### config.mk
export PLATFORM = sky130hd
export DESIGN_NAME = mux4_rr_collector
export DESIGN_NICKNAME = d
export VERILOG_FILES = /design/src/rtl/mux4_rr_collector.sv
export SDC_FILE = /design/constraint.sdc
export NUM_CORES = 1
export LEC_CHECK = 0
export CORE_MARGIN = 5
export CORE_UTILIZATION = 37
export CTS_CLUSTER_DIAMETER = 30
export DETAILED_ROUTE_END_ITERATION = 6
export GPL_ROUTABILITY_DRIVEN = 0
export PLACE_DENSITY = 0.92
export SYNTH_ARGS = -nofsm -noshare
export SYNTH_HDL_FRONTEND = slang
export SYNTH_SLANG_ARGS = --single-unit
export TNS_END_PERCENT = 10
### constraint.sdc
create_clock -name clk -period 3.2 [get_ports clk]
set_input_delay 0.64 -clock clk [delete_from_list [all_inputs] [get_ports clk]]
set_output_delay 0.64 -clock clk [all_outputs]
set_load 0.01 [all_outputs]
### src/rtl/mux4_rr_collector.sv
// Four valid/ready channels merged onto one registered output stream.
// A round-robin arbiter picks the channel, and the output also carries the source index.
//
//   state    | meaning
//   ST_EMPTY | output register empty, out_valid=0
//   ST_FULL  | output register holds a word, out_valid=1
module mux4_rr_collector #(
  parameter int WIDTH = 8
) (
  input  logic               clk,
  input  logic               rst_n,
  input  logic [3:0]         in_valid,
  input  logic [4*WIDTH-1:0] in_data,
  output logic [3:0]         in_ready,
  output logic               out_valid,
  output logic [WIDTH-1:0]   out_data,
  output logic [1:0]         out_sel,
  input  logic               out_ready
);

  typedef enum logic {
    ST_EMPTY = 1'b0,
    ST_FULL  = 1'b1
  } state_t;

  state_t             r_state;
  state_t             w_state_nxt;
  logic [1:0]         r_ptr;
  logic [WIDTH-1:0]   r_data;
  logic [1:0]         r_sel;

  logic               w_load_en;
  logic               w_grant_any;
  logic [1:0]         w_grant_idx;
  logic [1:0]         w_cand;
  logic               w_xfer;

  assign w_load_en = ~out_valid | out_ready;

  // Search ptr+1, ptr+2, ptr+3, ptr; the first valid channel wins.
  always_comb begin
    w_grant_any = 1'b0;
    w_grant_idx = 2'd0;
    w_cand      = 2'd0;
    for (int k = 1; k <= 4; k++) begin
      w_cand = r_ptr + 2'(k);
      if (!w_grant_any && in_valid[w_cand]) begin
        w_grant_any = 1'b1;
        w_grant_idx = w_cand;
      end
    end
  end

  always_comb begin
    in_ready = 4'b0000;
    if (rst_n && w_load_en && w_grant_any) begin
      in_ready[w_grant_idx] = 1'b1;
    end
  end

  assign w_xfer = |(in_valid & in_ready);

  always_comb begin
    w_state_nxt = r_state;
    case (r_state)
      ST_EMPTY: if (w_xfer) w_state_nxt = ST_FULL;
      ST_FULL:  if (out_ready && !w_xfer) w_state_nxt = ST_EMPTY;
      default:  w_state_nxt = ST_EMPTY;
    endcase
  end

  always_ff @(posedge clk or negedge rst_n) begin
    if (!rst_n) begin
      r_state <= ST_EMPTY;
    end else begin
      r_state <= w_state_nxt;
    end
  end

  // The pointer moves only on a real transfer, so a dropped request costs nothing.
  always_ff @(posedge clk or negedge rst_n) begin
    if (!rst_n) begin
      r_ptr  <= 2'd3;
      r_data <= '0;
      r_sel  <= 2'd0;
    end else if (w_xfer) begin
      r_ptr  <= w_grant_idx;
      r_data <= in_data[w_grant_idx*WIDTH +: WIDTH];
      r_sel  <= w_grant_idx;
    end
  end

  assign out_valid = (r_state == ST_FULL);
  assign out_data  = r_data;
  assign out_sel   = r_sel;

endmodule

==> results.rst, run 1 <==
.. list-table::
   :header-rows: 1

   * - Metric
     - Value
   * - Final antenna-violating net count
     - 0
   * - Max-Cap Viols
     - 0
   * - Critical path's largest stage delay
     - roughly 0.57 ns
   * - Number of placed I/O pins
     - 54
   * - Crit path max fanout
     - 5
   * - Reg2reg path depth
     - 5
   * - Number of levels in the clock H-tree
     - 1
   * - Peak supply drop
     - between 0.0003 and 0.0004 V
   * - Arrival time at the worst endpoint
     - roughly 2.5 ns
   * - Req. time, crit path
     - ~2.6 ns
   * - Highest-count cells in the layout ignoring fill and taps
     - clkdlybuf4s50_1, mux2i_1, nand2_1
   * - Later-pin clock latency in the skew report
     - around 0.28 ns
   * - Static Leakage
     - 0.000635 uW
   * - Minimum hold slack
     - 0.495 ns
   * - Net count of the mapped netlist
     - about 120
   * - Number of buffers inserted by port buffering
     - between 50 and 60
   * - Endpoint of the worst hold path
     - out_data[2]$_DFFE_PN0P_
   * - Status
     - completed
   * - Post-route fraction of the period consumed by the critical path
     - between 90% and 100%
   * - Slew @ Worst Pin
     - just under 0.4 ns
   * - Post-route clock skew
     - around 0.0037 ns
   * - Max Root-Sink Buffers
     - 2
   * - CTS Hold Buffers Added
     - 0
   * - Area of the placeable core
     - ~0.002 mm2
   * - Remaining global-route overflow
     - 0
   * - Area Growth Syn to Fin
     - 79.5%
   * - Site Rows
     - 16
   * - Endpoint of the worst register-to-register path
     - out_data[7]$_DFFE_PN0P_
   * - Via count of the first global-routing pass
     - 925
   * - Fraction of layout instances using a drive strength above 1
     - 10.3%
   * - Most repeated library cell on the critical path
     - clkdlybuf4s50_1
   * - Post-route minimum period
     - ~3.1 ns
   * - Avg WL per Cell
     - ~17 um
   * - Type of the worst setup path
     - input pin to output pin
   * - Pins over their slew limit
     - 0
   * - Average vias per placed instance
     - between 5 and 6
   * - Effective utilization at floorplan
     - ~40%
   * - Layout net count
     - around 180
   * - Power density over the cells
     - about 520 mW/mm2
   * - Sequential-to-total area share from yosys stat
     - between 40% and 50%
   * - Sort of element at the start of the critical path
     - input pin
   * - Count of state elements after synthesis
     - 13
   * - Worst hold path stage count
     - 2
   * - Endpoint kind of the worst setup timing path
     - output pin
   * - Number of clock buffers inserted by TritonCTS
     - 3
   * - Half-perimeter wire length after placement
     - around 2.1 mm
   * - Clock transition at the register clock pins on the worst setup and hold paths after CTS
     - approximately 0.070 ns
   * - CTS tree
     - built
   * - Most common cell after layout, fill and taps aside
     - clkdlybuf4s50_1
   * - DRC violation total after the first TritonRoute iteration
     - 36
   * - Syn_area_per_cell
     - 10.4 um2
   * - Die Width
     - 56.5 um
   * - Warnings from Yosys
     - 0
   * - Final count of negative-setup-slack endpoints
     - 0
   * - Area of the die
     - roughly 0.0032 mm2
   * - Number of library cell types mapped by synthesis
     - 23
   * - Gate count of the mapped netlist
     - 77
   * - Number of antenna violations at the first check in global routing
     - 0
   * - Placed Cells incl. Taps
     - around 160
   * - Global-route wire length before repair
     - about 4.3 mm
   * - Routed via count
     - 910
   * - Crit Reg-Reg Startpoint
     - r_ptr[1]$_DFFE_PN1P_
   * - First-pass detailed-route iteration total
     - 5
   * - Hold crit path type
     - register to register
   * - Number of clock sinks
     - 13
   * - Global-route usage over all layers
     - ~17%
   * - Maximum clock frequency
     - about 320 MHz
   * - Post-route DRC
     - 0
   * - Worst slew margin
     - between 70 and 80%
   * - Die Y
     - ~57 um
   * - Final cell count without fillers
     - approximately 160
   * - Master cell of the clock root buffer
     - clkbuf_4
   * - Slowest library cell on the worst path
     - clkdlybuf4s50_1
   * - Post-Route WL
     - roughly 2.7 mm
   * - Origin of the worst min-delay path
     - out_data[2]$_DFFE_PN0P_
   * - Diode count
     - 0
   * - Cells traversed along the worst timing path
     - clkdlybuf4s50_1, or2_1, nand4_1, buf_4, nor3b_1, clkdlybuf4s50_1
   * - Worst setup slack for register-to-register paths
     - 1.39 ns
   * - Synth Cell Area
     - 801 um2
   * - Maximum number of pins on one net before global-route repair
     - 14
   * - Count of final hold-check violations
     - 0
-- critical path, delay by kind of cell --
family        cells  cell delay (ns)
simple gates      3             0.67
buf+inv           3             1.19
-- cell type report --
class / instances / area [um2]
clock buffers: 4 / 26.3
fillers: 162 / 584
multi-input cells: 59 / 458
flip-flops and latches: 13 / 328
well taps: 27 / 33.8
repair buffers: 60 / 592
-- flip-flops by register name (all words and copies together), names as in the netlist --
| register | count |
|---|---|
| r_ptr | 2 |
| out_sel | 2 |
| out_valid | 1 |
| out_data | 8 |
-- kinds of logic after synthesis --
logic type	count (synthesis)	synth area share [%]
and+or+nand+nor	25	15.5
AOI/OAI and AO/OA	17	19.2
DFF	13	40.9
buffers and inverters	5	3.12
muxes	17	21.2
-- synth_stat cells --
library cell / number / area share (%)
mux2i_1: 17 / 21
nand2_1: 13 / 6.1
dfrtp_1: 11 / 34
o221ai_1: 8 / 8.8
buf_2: 5 / 3.1
a21o_1: 2 / 1.9
dfstp_2: 2 / 6.6
nand2b_1: 2 / 1.6
nand3b_1: 2 / 1.9
o21a_1: 2 / 1.9
a21oi_1: 1 / 0.62
and2_1: 1 / 0.78
and3_1: 1 / 0.78
nand4_1: 1 / 0.78
nor2_1: 1 / 0.47
nor2b_1: 1 / 0.78
nor3_1: 1 / 0.62
nor3b_1: 1 / 0.94
o211ai_1: 1 / 0.94
o221ai_2: 1 / 1.9
o311a_1: 1 / 1.3
o311ai_2: 1 / 2.0
or2_1: 1 / 0.78
-- power breakdown --
part / switching (uW) / leakage [uW] / total, uW / internal, uW
clock: 52.9 / 0.0000150 / 101 / 48.4
sequential: 39.7 / 0.000155 / 260 / 221
combinational: 159 / 0.000465 / 387 / 229
total: 251 / 0.000635 / 749 / 498
-- timing repair --
item,in CTS,in global routing
pin swaps,1,2
endpoints found under the setup margin,1,4
setup buffers,0,2
resized for setup,0,4
-- layer usage --
| layer | routed length [um] | track usage, % | share of wire (%) |
|---|---|---|---|
| met3 | 235 | 5.73 | 8.7 |
| met4 | 59 | 7.80 | 2.2 |
| met1 | 1040 | 19.2 | 39 |
| met2 | 1350 | 28.5 | 50 |
| met5 | 0 | 0 | 0 |
-- through the flow --
step | cell area (um2) | total power [uW] | setup WS (ns) | util [%] | TNS, ns
4_1_cts | 1400 | 737 | 0.00445 | 69.4 | 0
6_report | 1440 | 749 | 0.0710 | 71.1 | 0
5_1_grt | 1440 | 796 | -0.00493 | 71.1 | -0.00700
2_1_floorplan | 801 | 438 | 1.02 | - | 0
3_3_place_gp | 1380 | 623 | 0.0702 | 68.1 | 0
3_5_place_dp | 1380 | 635 | -0.00725 | 68.1 | -0.00725
-- worst max path at each step --
stage                     start          end  slack (ns)  cells after the start
finish              in_valid[3]  in_ready[0]        0.07                      6
detailed placement  in_valid[0]  in_ready[3]      -0.007                      6
floorplan           in_valid[3]  in_ready[2]        1.02                      4
CTS                 in_valid[0]  in_ready[3]       0.004                      6
global placement    in_valid[0]  in_ready[3]        0.07                      6
global route        in_valid[3]  in_ready[2]      -0.005                      6
Power figures use the tool's default switching activity.
==> run 2: changes to the inputs <==
--- a/config.mk
+++ b/config.mk
@@ -8,8 +8,10 @@
 export CORE_MARGIN = 5
 export CORE_UTILIZATION = 37
 export CTS_CLUSTER_DIAMETER = 30
+export CTS_CLUSTER_SIZE = 28
 export DETAILED_ROUTE_END_ITERATION = 6
 export GPL_ROUTABILITY_DRIVEN = 0
+export GPL_TIMING_DRIVEN = 0
 export PLACE_DENSITY = 0.92
 export SYNTH_ARGS = -nofsm -noshare
 export SYNTH_HDL_FRONTEND = slang
==> run 2 against run 1 <==
Compared with the run above:
- critical endpoint is now in_ready[3]
- non-clock buffer count shrank 1
- clock power grew 6%
- combinational power is 1% lower
- flip-flop and latch count did not move
==> results.rst, run 2 (synthesis gave the netlist of run 1 again) <==
.. list-table::
   :header-rows: 1

   * - Metric
     - Value
   * - Status
     - completed
   * - Die Width
     - 56.5 um (unchanged)
   * - Post-route fraction of the period consumed by the critical path
     - 96.3% (-1.5 points)
   * - Peak supply drop
     - 0.000354 V (+4.7%)
   * - Req. time, crit path
     - 2.56 ns (about the same)
   * - Static Leakage
     - 0.000639 uW (+0.63%)
   * - Maximum clock frequency
     - 325 MHz (+1.6%)
   * - Final cell utilization of the core
     - 70.5% (-0.56 points)
   * - Routed via count
     - 877 (-3.6%)
   * - Slowest library cell on the worst path
     - clkdlybuf4s50_1
   * - Avg WL per Cell
     - 16.1 um (-2.8%)
   * - Post-route DRC
     - 0 (unchanged)
   * - Number of fill cells
     - 149 (-8.0%)
   * - CTS Hold Buffers Added
     - 0 (unchanged)
   * - Area Growth Syn to Fin
     - 78.1%
   * - Critical path's top delay family
     - buffers and inverters
   * - Count of final hold-check violations
     - 0 (unchanged)
   * - Number of buffers inserted by port buffering
     - 53 (unchanged)
   * - Endpoint kind of the worst setup timing path
     - output pin
   * - Final total negative setup slack
     - 0 ns (unchanged)
   * - Via count of the first global-routing pass
     - 979 (+5.8%)
   * - CP Buf/Inv Count
     - 2 (-1)
   * - Worst setup slack for register-to-register paths
     - 1.41 ns (+0.02 ns)
   * - Post-route minimum period
     - 3.08 ns (-0.0484 ns)
   * - Slew @ Worst Pin
     - 0.410 ns (+0.0129 ns)
   * - Half-perimeter wire length after placement
     - 1.98 mm (-5.9%)
   * - Max-Cap Viols
     - 0 (unchanged)
   * - Cells traversed along the worst timing path
     - clkdlybuf4s50_1, or2_4, o311ai_4, nor2_2, and2_1, clkdlybuf4s50_1
   * - Final antenna-violating net count
     - 0 (unchanged)
   * - Arrival time at the worst endpoint
     - 2.44 ns (-0.05 ns)
   * - Power density over the cells
     - 520 mW/mm2 (-0.21%)
   * - Placed Cells incl. Taps
     - 157 (unchanged)
   * - Post-route clock skew
     - 0.00514 ns (+0.00146 ns)
   * - Most repeated library cell on the critical path
     - clkdlybuf4s50_1
   * - Unrepaired setup endpoints after global routing
     - false
   * - Worst slew margin
     - 72.7% (-0.86 points)
   * - Clock transition at the register clock pins on the worst setup and hold paths after CTS
     - 0.09 ns (+0.02 ns)
   * - Sort of element at the start of the critical path
     - input pin
   * - Global-route usage over all layers
     - 17.8% (+0.78 points)
   * - Site Rows
     - 16 (unchanged)
   * - Number of levels in the clock H-tree
     - 1 (unchanged)
   * - Flip-flop count of the largest register after layout
     - 8 (unchanged)
   * - Remaining global-route overflow
     - 0 (unchanged)
   * - Most common cell after layout, fill and taps aside
     - clkdlybuf4s50_1
   * - Total area of multi-input combinational cells
     - 463 um2 (+1.1%)
   * - Highest-count cells in the layout ignoring fill and taps
     - clkdlybuf4s50_1, mux2i_1, nand2_1
   * - Final count of negative-setup-slack endpoints
     - 0 (unchanged)
   * - DRC violation total after the first TritonRoute iteration
     - 14 (-61%)
   * - Final cell count without fillers
     - 162 (-0.61%)
   * - Number of clock sinks
     - 13 (unchanged)
   * - Area taken by flip-flops and latches
     - 328 um2 (unchanged)
   * - Number of antenna violations at the first check in global routing
     - 0 (unchanged)
   * - Number of placed I/O pins
     - 54 (unchanged)
   * - Area of the die
     - 0.00319 mm2 (unchanged)
   * - Area of the placeable core
     - 0.00202 mm2 (unchanged)
   * - Max Root-Sink Buffers
     - 2 (unchanged)
   * - Crit path max fanout
     - 3 (-2)
   * - Later-pin clock latency in the skew report
     - 0.28 ns (about the same)
   * - First-pass detailed-route iteration total
     - 4 (-1)
   * - Layout net count
     - 175 (-0.57%)
   * - Maximum number of pins on one net before global-route repair
     - 16 (+2)
   * - Hold crit path type
     - input pin to asynchronous set/reset pin
   * - Diode count
     - 0 (unchanged)
   * - Effective utilization at floorplan
     - 39.6% (unchanged)
   * - CTS tree
     - built
   * - Number of clock buffers inserted by TritonCTS
     - 3 (unchanged)
   * - Pins over their slew limit
     - 0 (unchanged)
   * - Fraction of layout instances using a drive strength above 1
     - 11.9% (+1.6 points)
   * - Master cell of the clock root buffer
     - clkbuf_4
   * - Average vias per placed instance
     - 5.41 (-3.0%)
   * - Die Y
     - 56.5 um (unchanged)
   * - Post-Route WL
     - 2.60 mm (-3.4%)
   * - Global-route wire length before repair
     - 4.43 mm (+3.7%)
   * - Type of the worst setup path
     - input pin to output pin
   * - Critical path's largest stage delay
     - 0.47 ns (-0.10 ns)
## run 2: cell count changes in the layout (fill, tap and decap cells not counted), moves of 2 or more
cell / before / now
buf_4: 6 / 2
buf_2: 0 / 3
clkdlybuf4s50_1: 51 / 48
dlygate4sd2_1: 0 / 2
## run 2: final timing paths
kind,start,end,cells after the start
worst max-delay path,in_valid[2],in_ready[3],6
worst min-delay path,rst_n,out_data[1]$_DFFE_PN0P_,1
worst max register to register,r_ptr[1]$_DFFE_PN1P_,out_data[7]$_DFFE_PN0P_,7
worst min register to register,out_data[7]$_DFFE_PN0P_,out_data[7]$_DFFE_PN0P_,2
max in group asynchronous,rst_n,r_ptr[0]$_DFFE_PN1P_,1
min in group clk,out_data[7]$_DFFE_PN0P_,out_data[7]$_DFFE_PN0P_,2
## run 2: per-layer routing
| metal | routed length, um | track usage, % |
|---|---|---|
| met1 | 1010 | 19.3 |
| met2 | 1310 | 30.7 |
| met3 | 227 | 6.19 |
| met4 | 57 | 8.14 |
| met5 | 0 | 0 |
## run 2: per-stage QoR
stage / instance area (um2) / power, uW / hold slack (ns) / setup WS, ns
global route: 1430 / 789 / 0.394 / 0.0547
detailed placement: 1370 / 630 / 0.483 / -0.424
CTS: 1420 / 744 / 0.376 / 0.0165
floorplan: 801 / 438 / 0.344 / 1.02
global placement: 1370 / 618 / 0.469 / -0.328
finish: 1430 / 741 / 0.362 / 0.119
## run 2: cell type report
class / instances / share of cell area [%]
Timing Repair Buffer: 54 / 38.0
Multi-Input combinational cell: 59 / 32.5
Sequential cell: 13 / 23.0
Buffer: 5 / 2.37
Tap cell: 27 / 2.37
Clock buffer: 4 / 1.84
## run 2: timing repair
| item | 4_1_cts | 5_1_grt |
|---|---|---|
| gates resized for setup | 9 | 4 |
| pin swaps | 1 | 0 |
| setup endpoints to repair | 4 | 3 |
| setup buffers | 1 | 0 |
## run 2: power breakdown
group / internal (uW) / switching (uW)
combinational: 219 / 163
sequential: 220 / 32.0
clock: 48.4 / 58.8
total: 488 / 254
